[config.mk]
export PLATFORM = sky130hd
export DESIGN_NAME = decoder_scan_sequencer
export DESIGN_NICKNAME = d
export VERILOG_FILES = /design/src/rtl/decoder_scan_sequencer.sv
export SDC_FILE = /design/constraint.sdc
export NUM_CORES = 1
export LEC_CHECK = 0
export CORE_UTILIZATION = 41
export CTS_CLUSTER_DIAMETER = 30
export DETAILED_ROUTE_END_ITERATION = 7
export HOLD_SLACK_MARGIN = 0.03
export PLACE_DENSITY = 0.71
export SLEW_MARGIN = 20
export SYNTH_ARGS = -nofsm -noshare
export SYNTH_HDL_FRONTEND = slang
export SYNTH_SLANG_ARGS = --single-unit
[constraint.sdc]
create_clock -name clk -period 1.5 [get_ports clk]
set_clock_uncertainty 0.2 [all_clocks]
set_input_delay 0.15 -clock clk [delete_from_list [all_inputs] [get_ports clk]]
set_output_delay 0.15 -clock clk [all_outputs]
set_load 0.05 [all_outputs]
[src/rtl/decoder_scan_sequencer.sv]
// -----------------------------------------------------------------------------
// decoder_scan_sequencer
//
// Purpose: steps a 3-to-8 decoder through all eight selects {A,B,C} = 000..111.
// Each select has the enable high for dwell+1 cycles, followed by one gap cycle
// with the enable low, so the decoder always breaks before it makes.
// A single scan ends with a one-cycle done pulse. Continuous mode wraps
// 111 -> 000 until stop is asserted.
//
// Ports:
//   clk        rising-edge clock for all state
//   rst        synchronous, active-high reset
//   start      scan request; accepted only in IDLE when stop is low
//   stop       abort request; returns to IDLE on the next edge
//   cont       continuous-scan select, captured when start is accepted
//   dwell      enable-high length minus one, captured when start is accepted
//   A, B, C    decoder select (A is the MSB), registered
//   en         decoder enable, registered
//   busy       high while a scan is in progress, registered
//   done       one-cycle pulse when a single scan completes, registered
//   state_dbg  current FSM state (0 = IDLE, 1 = ON, 2 = GAP)
//
// Handshake: start and stop are level samples taken at each rising edge.
// There is no ready. A start that is seen while busy is dropped.
// stop wins over start in the same cycle.
// -----------------------------------------------------------------------------
module decoder_scan_sequencer #(
  parameter int DWELL_W = 4
) (
  input  logic               clk,
  input  logic               rst,
  input  logic               start,
  input  logic               stop,
  input  logic               cont,
  input  logic [DWELL_W-1:0] dwell,
  output logic               A,
  output logic               B,
  output logic               C,
  output logic               en,
  output logic               busy,
  output logic               done,
  output logic [1:0]         state_dbg
);

  typedef enum logic [1:0] {
    S_IDLE = 2'd0,
    S_ON   = 2'd1,
    S_GAP  = 2'd2
  } state_t;

  state_t               state_q, state_d;
  logic [2:0]           index_q, index_d;
  logic [DWELL_W-1:0]   cnt_q, cnt_d;
  logic [DWELL_W-1:0]   dwell_cap_q, dwell_cap_d;
  logic                 cont_cap_q, cont_cap_d;
  logic                 en_q, en_d;
  logic                 busy_q, busy_d;
  logic                 done_q, done_d;

  // State register
  always_ff @(posedge clk) begin
    if (rst) begin
      state_q     <= S_IDLE;
      index_q     <= 3'd0;
      cnt_q       <= '0;
      dwell_cap_q <= '0;
      cont_cap_q  <= 1'b0;
      en_q        <= 1'b0;
      busy_q      <= 1'b0;
      done_q      <= 1'b0;
    end else begin
      state_q     <= state_d;
      index_q     <= index_d;
      cnt_q       <= cnt_d;
      dwell_cap_q <= dwell_cap_d;
      cont_cap_q  <= cont_cap_d;
      en_q        <= en_d;
      busy_q      <= busy_d;
      done_q      <= done_d;
    end
  end

  // Next-state logic
  always_comb begin
    state_d     = state_q;
    index_d     = index_q;
    cnt_d       = cnt_q;
    dwell_cap_d = dwell_cap_q;
    cont_cap_d  = cont_cap_q;
    case (state_q)
      S_IDLE: begin
        index_d = 3'd0;
        cnt_d   = '0;
        if (start && !stop) begin
          state_d     = S_ON;
          dwell_cap_d = dwell;
          cont_cap_d  = cont;
        end
      end
      S_ON: begin
        if (stop) begin
          state_d = S_IDLE;
          index_d = 3'd0;
          cnt_d   = '0;
        end else if (cnt_q == dwell_cap_q) begin
          // The counter stops at the captured dwell, so it never wraps.
          state_d = S_GAP;
          cnt_d   = '0;
        end else begin
          cnt_d = cnt_q + 1'b1;
        end
      end
      S_GAP: begin
        cnt_d = '0;
        if (stop) begin
          state_d = S_IDLE;
          index_d = 3'd0;
        end else if (index_q != 3'd7) begin
          state_d = S_ON;
          index_d = index_q + 3'd1;
        end else if (cont_cap_q) begin
          state_d = S_ON;
          index_d = 3'd0;
        end else begin
          state_d = S_IDLE;
          index_d = 3'd0;
        end
      end
      default: begin
        state_d = S_IDLE;
        index_d = 3'd0;
        cnt_d   = '0;
      end
    endcase
  end

  // The outputs are computed from the next state and registered. This way
  // en and the select change on the same edge, and en only rises on entry to ON.
  always_comb begin
    en_d   = (state_d == S_ON);
    busy_d = (state_d != S_IDLE);
    done_d = (state_q == S_GAP) && !stop && (index_q == 3'd7) && !cont_cap_q;
  end

  assign A         = index_q[2];
  assign B         = index_q[1];
  assign C         = index_q[0];
  assign en        = en_q;
  assign busy      = busy_q;
  assign done      = done_q;
  assign state_dbg = state_q;

endmodule

==> flow_results.org, run 1 <==
** Yosys
- EDFF count, synth :: 0
- By area the synthesized netlist is led by dfxtp_1, mux2i_1, nor2_1.
- Register bit count reported by yosys :: 17
- Number of library cell types mapped by synthesis :: 23
- Sequential share of the synthesized area :: about half
- Counting every net in the synthesized netlist gives 78.
- For this run, the number of Yosys warnings is 0.
- Summing every instance area after synthesis gives 697 um^2.
- Top cell type's share of synthesized area :: roughly 50%
- Mean instance size in the synthesized netlist :: around 11 um^2
- Most instantiated library cell after synthesis :: dfxtp_1
- Synthesis handed over a netlist of 66 instances.
- Async SR Flop Fraction :: 0%
- Most area-hungry cell type in the Yosys netlist :: dfxtp_1
- Leading post-synthesis cells by instance count :: dfxtp_1, nor2_1, mux2i_1
- Most instantiated flip-flop cell in the synthesis netlist :: dfxtp_1

** Drt
- First drt pass iteration count :: 2
- Number of vias after detailed routing :: about 580
- The detail route stage leaves a number of antenna-violating nets equal to 0.
- Final routed DRC violation total :: 0
- Wire length per cell after detailed routing :: 13.0 um
- For this block, the routed nets add up to ~1500 um of wire.
- Vias per inst :: 5.07
- Count of routing violations after the opening detailed-route iteration :: 7

** Final layout
- Fraction of the core area covered by cells at the end of the flow :: 74.6%
- Fill cells in the final layout number 117.
- The post-route netlist has 42.9% of its cells at a drive strength greater than 1.
- The final layout contains 111 nets.
- Total inserted antenna cells :: 0
- Relative to the synthesized area, the layout overhead comes to 65.0%.

** Worst hold path
- In this run the most critical hold path is launched from dwell[1].
- Class of the worst hold path :: in2reg

** Run status
- The flow ran to the end, and the final reports show no timing, DRC or antenna violations.

** Power and ir drop
- Peak supply drop :: 0.577 mV
- Portion of total power attributed to combinational logic :: between 10% and 20%
- Sequential Power Share :: 55.9%
- Total power per unit cell area :: around 730 nW/um^2
- The internal portion of the total power is 630 uW.
- The analysis attributes to cell leakage a power of 0.477 nW.
- After layout, the design draws a total of 844 uW.
- Net switching is 25.3% of the power.
- Per report_power, the clock group accounts for 28.9% of the total.
- For this design the total switching power over the nets is between 200 and 250 uW.

** Clocking
- Clock-pin slew was measured on the worst setup and hold paths at 100 ps.
- Clock latency of the later-clocked register in the worst-skew pair :: 290 ps
- In this run the number of H-tree levels came out at 1.
- Counting every sink on the clock net gives 17.
- Clock root buffer master :: clkbuf_4
- TritonCTS built the clock tree.
- In this run, post-CTS hold repair placed 0 buffers.
- Clock Tree Buf Depth :: 2
- In this run, CTS created clock tree buffers numbering 3.

** Place
- Placer Congestion :: 0.717
- Worst setup timing slack at the placement stage :: -181 ps
- DP Wirelength :: 1010 um
- Count of input and output buffers :: 16

** Die
- Number of placement rows :: 14
- The floorplan step defined a die boundary enclosing 1870 um^2.
- Die Y-Extent :: 43.2 um
- For this configuration, the core starts out at a cell density of a little under half.
- The floorplan step defined a core boundary enclosing 1540 um^2.
- From left edge to right edge, the die measures 43.2 um.
- 17 I/O pins were placed.

** Setup path
- The worst setup path is launched from a flop.
- Arrival time worst endpoint :: around 1500 ps
- Classification of the worst setup path :: reg2reg
- The startpoint identified for the worst register-to-register timing path is index_q[0].
- Data on the critical path is required at its endpoint by 1530 ps.
- STA classifies the critical path endpoint as a flop.
- In this run the worst path has a maximum fanout of 3.
- Launching instance or port of the critical path :: index_q[0]

** Global route
- Total GRT Usage :: 17.2%
- Total congestion overflow :: 0
- Number of antenna violations at the first check in global routing :: 0
- Entering global routing, the biggest net connects 11 pins.
- Number of global-route vias before repair :: 565
- The first global-routing pass estimated 2330 um of wire.

** STA
- Final Hold Fails :: 0
- Final clock period utilization by the worst path :: a little over nine tenths
- Headroom to the max-slew limit came out at between 70 and 80%.
- Worst Max-Slew Pin Slew :: 347 ps
- Final Setup Violations :: 0
- RSZ-0062 raised after global routing :: yes
- The clock period could shrink to 1480 ps.
- Max Clock Freq :: 674 MHz
- Setup slack on the critical path of the routed design comes to 17.0 ps.
- Final number of max-transition violations :: 0

** Job
- Number of maximum-capacitance violations :: 0
[repair_timing]
action                                  4_1_cts  5_1_grt
endpoints found under the setup margin        5        7
gates resized for setup                       1       14
buffers inserted                              1        2
pin swaps                                     1        7
[sequential cells by signal (all words and copies together) (netlist names)]
signal and cells:
busy 1, cnt_q 4, cont_cap_q 1, done 1
dwell_cap_q 4, en 1, index_q 3, state_dbg 2
[placed cells by master, fill, tap and decap left out]
cell,count
a21oi_1,1
a22oi_1,1
a311o_1,1
a32oi_1,1
and2_1,1
and2b_1,1
buf_12,8
buf_4,13
clkbuf_4,3
clkdlybuf4s50_1,8
clkinv_2,1
dfxtp_1,9
dfxtp_2,6
dfxtp_4,2
ha_1,1
ha_4,2
inv_1,3
mux2i_1,6
nand2b_1,1
nand3_1,1
nor2_1,11
nor2_2,2
nor2b_1,1
nor4_1,1
nor4b_1,2
nor4b_4,1
o21ai_1,2
o41ai_4,1
or2_2,1
xnor2_1,1
xor2_1,3
xor2_2,2
[metal layers]
| layer | vias to the layer above | wire length [um] | GRT usage [%] | part of all wire [%] |
|---|---|---|---|---|
| met5 | - | 0 | 0 | 0 |
| met4 | 0 | 12 | 10.9 | 0.81 |
| met3 | 2 | 40 | 2.55 | 2.7 |
| met2 | 12 | 871 | 30.1 | 59 |
| met1 | 271 | 554 | 19.0 | 37 |
| li1 | 293 | - | - | - |
[power by group through the flow]
stage                     sequential [mW]  combinational [mW]  clock, mW
final                               0.472               0.128      0.244
after floorplan                     0.496              0.0388          0
after global placement              0.481               0.116          0
after detailed placement            0.481               0.119          0
after CTS                           0.470               0.123      0.255
after global routing                0.473               0.138      0.273
[cells by family (layout without fill, tap and decap cells)]
logic type / after synthesis / count (layout) / share of synthesized area, %
simple gates: 23 / 23 / 19.2
flops: 17 / 17 / 48.8
compound gates: 7 / 7 / 8.26
xor+xnor: 6 / 6 / 7.54
mux: 6 / 6 / 8.62
buf+inv: 4 / 36 / 2.15
fa+ha+maj: 3 / 3 / 5.39
[worst max-delay path, stage by stage, from the launching register on]
cell and delay, ps:
dfxtp_4 370, ha_4 160, ha_4 150, a311o_1 390, o21ai_1 140
[through the flow]
| step | cell area, um^2 | setup TNS, ps | hold WS [ps] | std cells |
|---|---|---|---|---|
| 5_1_grt | 1150 | -102 | 293 | 114 |
| 3_3_place_gp | 1040 | -1450 | 255 | 107 |
| 6_report | 1150 | 0 | 264 | 114 |
| 3_5_place_dp | 1040 | -1390 | 254 | 107 |
| 2_1_floorplan | 707 | 0 | 22.4 | 66 |
| 4_1_cts | 1080 | 0 | 260 | 112 |
[layout make-up]
class	count	area, um^2	share of cell area (%)
timing repair buffer	29	338	29.4
sequential	17	355	30.9
tap	16	20.0	1.74
clock buffer	3	22.5	1.96
inverter	3	11.3	0.979
clock inverter	1	5.00	0.435
multi-input combinational	45	398	34.6
[worst paths after layout]
check	end	slack [ps]	cells past startpoint
hold reg to reg	done	280	1
hold / removal	dwell_cap_q[1]	260	3
setup reg to reg	en	20	4
setup / recovery	en	20	4
No activity file was read; power rests on OpenSTA's default activity.
==> run 2, diff against run 1 <==
==> constraint.sdc (replaced) <==
create_clock -name clk -period 1.5 [get_ports clk]
set_clock_uncertainty 0.2 [all_clocks]
set_input_delay 0.3 -clock clk [delete_from_list [all_inputs] [get_ports clk]]
set_output_delay 0.3 -clock clk [all_outputs]
set_load 0.05 [all_outputs]
==> run 2 against run 1 <==
  * Critical endpoint is now state_dbg[1]
  * Hold slack better by 29 ps
  * Die area is the same
  * Via count fell by 0.52%
  * Highest routed layer unchanged
  * Cell count decreased by 0.88%
==> flow_results.org, run 2 (synthesis gave the netlist of run 1 again) <==
** Drt
- Routed signal wires occupy layers up through met4.
- In the detailed route, the total length drawn on met2 is 824 um.
- Vias per inst :: 5.09
- Once detail routing completed, the nets flagged for antenna violations numbered 0.
- Wire length per cell after detailed routing :: about 13 um
- First drt pass iteration count :: 2
- Summed over all layers, the routed wires come to 1460 um.
- The detailed router finished its first iteration with 6 violations.
- Met1 WL :: 554 um
- The detailed router placed 575 vias in this run.
- Met3 WL :: 43 um
- Final routed DRC violation total :: 0

** Global route
- For this run, the total global-route usage over all layers was measured as 16.9%.
- The number of antenna violations at the first check in global routing came to 0.
- Entering global routing, the biggest net connects 11 pins.
- The via count of the first global-routing pass is 566.
- Wire length of the first global-routing pass :: 2300 um
- For this run the aggregate overflow at the end of global routing stands at 0.

** Clocking
- Clock root buffer master :: clkbuf_4
- Hold Buf Count CTS :: 0
- Clock Tree Buf Depth :: 2
- CTS sink cnt :: 17
- Clock-pin slew was measured on the worst setup and hold paths at 100 ps.
- Total CTS buffers :: 3
- Clock latency of the later-clocked register in the worst-skew pair :: 290 ps
- TritonCTS built the clock tree.
- Maximum level of the CTS H-tree :: 1

** Power and ir drop
- IR analysis of the VDD net gives a maximum drop of about 0.55 mV.
- The analysis attributes to cell leakage a power of 0.485 nW.
- For this design the ratio of total power to cell area is 733 nW/um^2.

** STA
- Setup repair after global routing could not meet its margin everywhere.
- Final clock period utilization by the worst path :: 97.7%
- The worst pin sits at a relative slew slack of 78.7%.
- After layout, the worst setup slack is 34.3 ps.
- Max Clock Freq :: 682 MHz
- Final Setup Violations :: 0
- At the pin with the least slew margin, the transition time is about 320 ps.
- Final Hold Fails :: 0
- Final Critical Period :: 1470 ps
- Final number of max-transition violations :: 0
- After routing, the total negative slack on setup checks comes to 0 ps.

** Setup path
- Arrival time worst endpoint :: 970 ps
- Setup slack on the worst reg-to-reg path comes out at 50 ps.
- Critical Path End Type :: output port
- Crit start category :: flop
- Critical path fanouts, max :: 6
- Critical path required time :: 1000 ps
- Classification of the worst setup path :: reg2out

** Die
- Once the floorplan was initialized, standard cells occupied 45.2% of the core.
- The core region is between 1500 and 2000 um^2.
- Die area :: around 1900 um^2
- Die Y-Extent :: 43.2 um
- Boundary Pins :: 17
- The die is 43.2 um wide.
- The initialized floorplan defines 14 standard-cell rows.

** Final layout
- Ratio of cells with drive above 1 in the final layout :: 39.2%
- The largest registers in the layout are cnt_q: 4 flops, dwell_cap_q: 4 flops, index_q: 3 flops.
- Non-filler instance count after layout :: 113
- From synthesis to final layout, the design area changed by 65.0%.
- The final layout contains 110 nets.
- The layout has 106 filler cells.
- Area of the multi-input gates :: 400 um^2
- The library cell used most frequently in the layout, excluding fill and tap cells, is nor2_1.
- Total inserted antenna cells :: 0
- Most frequent cells in the layout :: nor2_1, dfxtp_1, buf_4
- In the final layout, flip-flops and latches occupy approximately 360 um^2.

** Place
- Worst setup timing slack at the placement stage :: -335 ps
- Count of input and output buffers :: 16
- Placed cell count :: 107
- Detailed placement finished with a half-perimeter wire length of ~1000 um.
- At the end of routability-driven placement, the weighted congestion stood at 0.717.

** Run status
- The flow ran to the end, and the final reports show no timing, DRC or antenna violations.

** Job
- Number of maximum-capacitance violations :: 0

** Worst hold path
- Class of the worst hold path :: reg2reg
run 2: cell count changes in the layout (fill, tap and decap cells not counted), sizes merged:
cell           change
buf                -1
dlymetal6s2s       +1
clkdlybuf4s50      -2
dlygate4sd2        +1
run 2: stage by stage:
step                hold slack [ps]  utilization (%)  cell area (um^2)  power (mW)
floorplan                       172                -               707       0.535
global placement                255             67.4              1040       0.597
detailed placement              252             67.4              1040       0.600
CTS                             274             70.3              1080       0.844
global route                    323             74.6              1150       0.880
finish                          294             74.6              1150       0.843
run 2: path summary, 6_finish.rpt:
path | from | to | depth (start not counted)
hold / removal | cont_cap_q | done | 1
hold reg to reg | cont_cap_q | done | 1
setup / recovery | state_dbg[1] | state_dbg[1] | 2
setup reg to reg | index_q[0] | busy | 4
run 2: timing repair:
item                                    in CTS  in global routing
pin swaps                                    1                  3
gates resized for setup                      2                 15
endpoints found under the setup margin       7                 14
buffers inserted                             1                  1
gates cloned                                 0                  0
run 2: metal layers:
| layer | vias to the layer above | GRT usage, % |
|---|---|---|
| li1 | 294 | - |
| met1 | 261 | 18.3 |
| met2 | 15 | 29.9 |
| met3 | 5 | 3.83 |
| met4 | 0 | 9.09 |
| met5 | - | 0 |
run 2: final cells by class:
cell class                 count  share of cell area [%]
timing repair buffer          28                    29.2
clock buffer                   3                    1.96
inverter                       3                   0.979
clock inverter                 1                   0.435
sequential                    17                    30.9
tap                           16                    1.74
multi-input combinational     45                    34.8
run 2: where the power goes:
part           switching (mW)  leakage, nW  internal, mW
Combinational          0.0578        0.326        0.0693
Sequential             0.0111        0.142         0.459
Clock                   0.146       0.0177        0.0993
run 2: critical path, cell delays in order, from the launching register on:
cell and delay, ps:
dfxtp_4 370, buf_4 150, buf_12 140
==> run 3, diff against run 2 <==
--- a/config.mk
+++ b/config.mk
@@ -5,11 +5,14 @@
 export SDC_FILE = /design/constraint.sdc
 export NUM_CORES = 1
 export LEC_CHECK = 0
-export CORE_UTILIZATION = 41
+export ABC_AREA = 1
+export CORE_UTILIZATION = 42
 export CTS_CLUSTER_DIAMETER = 30
 export DETAILED_ROUTE_END_ITERATION = 7
 export HOLD_SLACK_MARGIN = 0.03
-export PLACE_DENSITY = 0.71
+export PLACE_DENSITY = 0.72
+export SETUP_SLACK_MARGIN = 0.4
+export SKIP_LAST_GASP = 1
 export SLEW_MARGIN = 20
 export SYNTH_ARGS = -nofsm -noshare
 export SYNTH_HDL_FRONTEND = slang
==> run 3 against run 2 <==
  * The flow now finishes with violations (design-rule violations)
  * Setup slack better by 22 ps
  * Utilization up 9.8 points
  * Combinational power increased by 58%
  * First-iteration DRC count is 50% higher
  * Sequential cell count unchanged
  * Clock-buffer cell count grew 1
  * Critical path type unchanged
  * Largest cell class unchanged
==> flow_results.org, run 3 <==
** Final layout
- Counting the fill cells in the layout gives 92.
- Final net count :: 142
- In the layout the commonest cells are nand2_1, inv_1, buf_12.
- Fraction of the core area covered by cells at the end of the flow :: 84.3%
- The multi-input combinational cells in the finished layout cover a total of 447 um^2.
- Total inserted antenna cells :: 0
- After routing the design area is 1320 um^2.
- In the final layout, flip-flops and latches occupy 373 um^2.
- The largest registers in the layout are cnt_q: 4 flops, dwell_cap_q: 4 flops, index_q: 3 flops.
- The area growth from synthesis to layout is 79.7%.
- Leaving out filler cells and counting taps, the final layout contains 145.
- Leaving out fill and tap cells, the most frequent cell in the layout is nand2_1.
- Ratio of cells with drive above 1 in the final layout :: 58.1%

** Die
- Boundary Pins :: 17
- Die Y-Extent :: 43.7 um
- In this run the core area contains 14 standard-cell rows.
- The die covers 1910 um^2.
- Starting density of the core :: 47.0%
- Die Span X :: about 44 um
- The core region is ~1600 um^2.

** Setup path
- For this run, the slowest stage of the critical path takes 370 ps.
- Critical Path End Type :: output port
- Crit start category :: flop
- At the worst endpoint, the required time is 1000 ps.
- Arrival time worst endpoint :: 940 ps
- Of all nets on the critical path, the largest fanout is 4.
- Traced cell by cell, the critical path runs through buf_4 -> buf_12.
- Classification of the worst setup path :: reg2out
- Among all stages on the critical path, the largest delay is contributed by dfxtp_4.

** Power and ir drop
- Peak supply drop :: 0.684 mV
- P_leak :: 0.561 nW
- For this design the ratio of total power to cell area is 706 nW/um^2.

** Place
- Summed over all nets, the half-perimeter wirelength after detailed placement is 1120 um.
- Summing all placed instances gives a cell area of 1050 um^2.
- Placed cell count :: 130
- Placer Congestion :: 0.764
- Count of input and output buffers :: 16

** Drt
- In the final routed layout, each cell accounts on average for 14.4 um.
- Number of vias after detailed routing :: 760
- In this run the remaining antenna-violating nets after routing total 0.
- Vias per inst :: 5.24
- Count of routing violations after the opening detailed-route iteration :: 9
- Total detailed-routing wirelength :: ~2100 um
- For this run, design rule violations remaining after detail routing come to 1.
- For this run, the detailed router's first-pass iteration total came to 6.

** STA
- Worst Max-Slew Pin Slew :: 301 ps
- Final clock period utilization by the worst path :: 96.3%
- Setup repair after global routing could not meet its margin everywhere.
- Relative slew slack :: 79.9%
- Final Hold Fails :: 0
- Final Setup Violations :: 0
- The number of max-slew violations in the final report was 0.
- After routing, the total negative slack on setup checks comes to 0 ps.
- Timing would allow up to 692 MHz.
- The routed design could run at a clock period as short as about 1400 ps.

** Yosys
- Syn Nets :: 109
- By count the netlist is led by nand2_1, inv_1, dfxtp_1.
- Largest cells by area after synthesis :: dfxtp_1, nand2_1, inv_1
- Mean instance size in the synthesized netlist :: 7.55 um^2
- The mapped netlist covers 732 um^2.
- Number of library cell types mapped by synthesis :: 18
- Async SR Flop Fraction :: 0%
- EDFF count, synth :: 0
- Most instantiated flip-flop cell in the synthesis netlist :: dfxtp_1
- Among all cell types in the netlist, the one instantiated most often is nand2_1.
- Sequential share of the synthesized area :: 46.5%
- Most area-hungry cell type in the Yosys netlist :: dfxtp_1
- Register bit count reported by yosys :: 17
- Synthesis produced 97 cells.
- Synth warnings :: 0
- Summed over its instances, the top area cell type makes up 46.5% of the synthesized netlist area.

** Clocking
- Clock transition at the registers of the reported paths :: 100 ps
- Hold Buf Count CTS :: 0
- Clock Tree Buf Depth :: 2
- In this run, CTS created clock tree buffers numbering 3.
- Clock root buffer master :: clkbuf_4
- For this design, the sink count on the clock tree is 17.
- Maximum level of the CTS H-tree :: 1
- TritonCTS built the clock tree.
- Clock latency on the worst-skew pair, taken at its later pin, is 310 ps.

** Worst hold path
- Class of the worst hold path :: in2reg

** Global route
- Total GRT Usage :: around a fifth
- Total congestion overflow :: 0
- Maximum number of pins on one net before global-route repair :: 12
- Wire length of the first global-routing pass :: 2770 um
- Number of antenna violations at the first check in global routing :: 0
- The via count of the first global-routing pass came to 698.

** Run status
- Violations in the final reports :: design-rule violations
- Run status :: finished with violations

** Job
- Number of maximum-capacitance violations :: 0
run 3: cell types whose count changed after synthesis, sizes merged, moves of 2 or more:
cell | previous run | this run
nand2 | 0 | 22
inv | 3 | 20
mux2i | 6 | 0
a21oi | 1 | 6
o21ai | 2 | 7
xor2 | 5 | 1
nand3 | 1 | 4
nor4b | 3 | 0
nand4 | 0 | 2
run 3: kinds of logic after synthesis:
| kind of cell | Yosys count | share of synthesized area [%] |
|---|---|---|
| and+or+nand+nor | 41 | 25.8 |
| buffers and inverters | 21 | 11.3 |
| DFF | 17 | 46.5 |
| AOI/OAI and AO/OA | 13 | 8.89 |
| adders and majority gates | 3 | 5.13 |
| xor gates and xnor gates | 2 | 2.39 |
run 3: worst paths after layout:
| check | start | endpoint | slack (ps) | cells after the start |
|---|---|---|---|---|
| setup / recovery | index_q[0] | C | 60 | 2 |
| hold reg to reg | dwell_cap_q[1] | dwell_cap_q[1] | 280 | 2 |
| hold / removal | rst | index_q[2] | 120 | 2 |
| setup reg to reg | index_q[0] | busy | 100 | 9 |
run 3: power by group:
| group | switching, mW | internal [mW] |
|---|---|---|
| Sequential | 0.0150 | 0.459 |
| Combinational | 0.106 | 0.0946 |
| Clock | 0.149 | 0.104 |
run 3: metrics by stage:
| step | hold slack [ps] | worst slack, ps | total power [mW] |
|---|---|---|---|
| floorplan | 162 | 72.5 | 0.556 |
| global placement | 248 | -133 | 0.614 |
| detailed placement | 248 | -166 | 0.618 |
| CTS | 257 | 128 | 0.874 |
| global route | 132 | -2.48 | 0.963 |
| finish | 120 | 56.0 | 0.928 |
run 3: layout make-up:
| type | instances | area share [%] |
|---|---|---|
| Sequential cell | 17 | 28.4 |
| Timing Repair inverter | 1 | 0.571 |
| Tap cell | 16 | 1.52 |
| Clock buffer | 4 | 2.00 |
| Multi-Input combinational cell | 60 | 34.0 |
| Inverter | 20 | 6.66 |
| Timing Repair Buffer | 27 | 26.9 |
run 3: what timing repair did:
| action | in CTS | in global routing |
|---|---|---|
| setup buffers | 5 | 4 |
| cloned | 1 | 1 |
| resized for setup | 23 | 35 |
| endpoints found under the setup margin | 25 | 25 |
| pin swaps | 13 | 16 |
run 3: critical path, delay by kind of cell (launching register included):
family	cells	cell delay, ps
buffers and inverters	2	280
DFF	1	370
run 3: metal layers:
metal  global-route usage [%]  wire length (um)  up-vias  share of wire [%]
li1                         -                 -      367                  -
met1                     20.6               766      360                 37
met2                     37.3              1180       26                 56
met3                     3.75                70        7                3.4
met4                     13.8                70        0                3.4
met5                        0                 0        -                  0
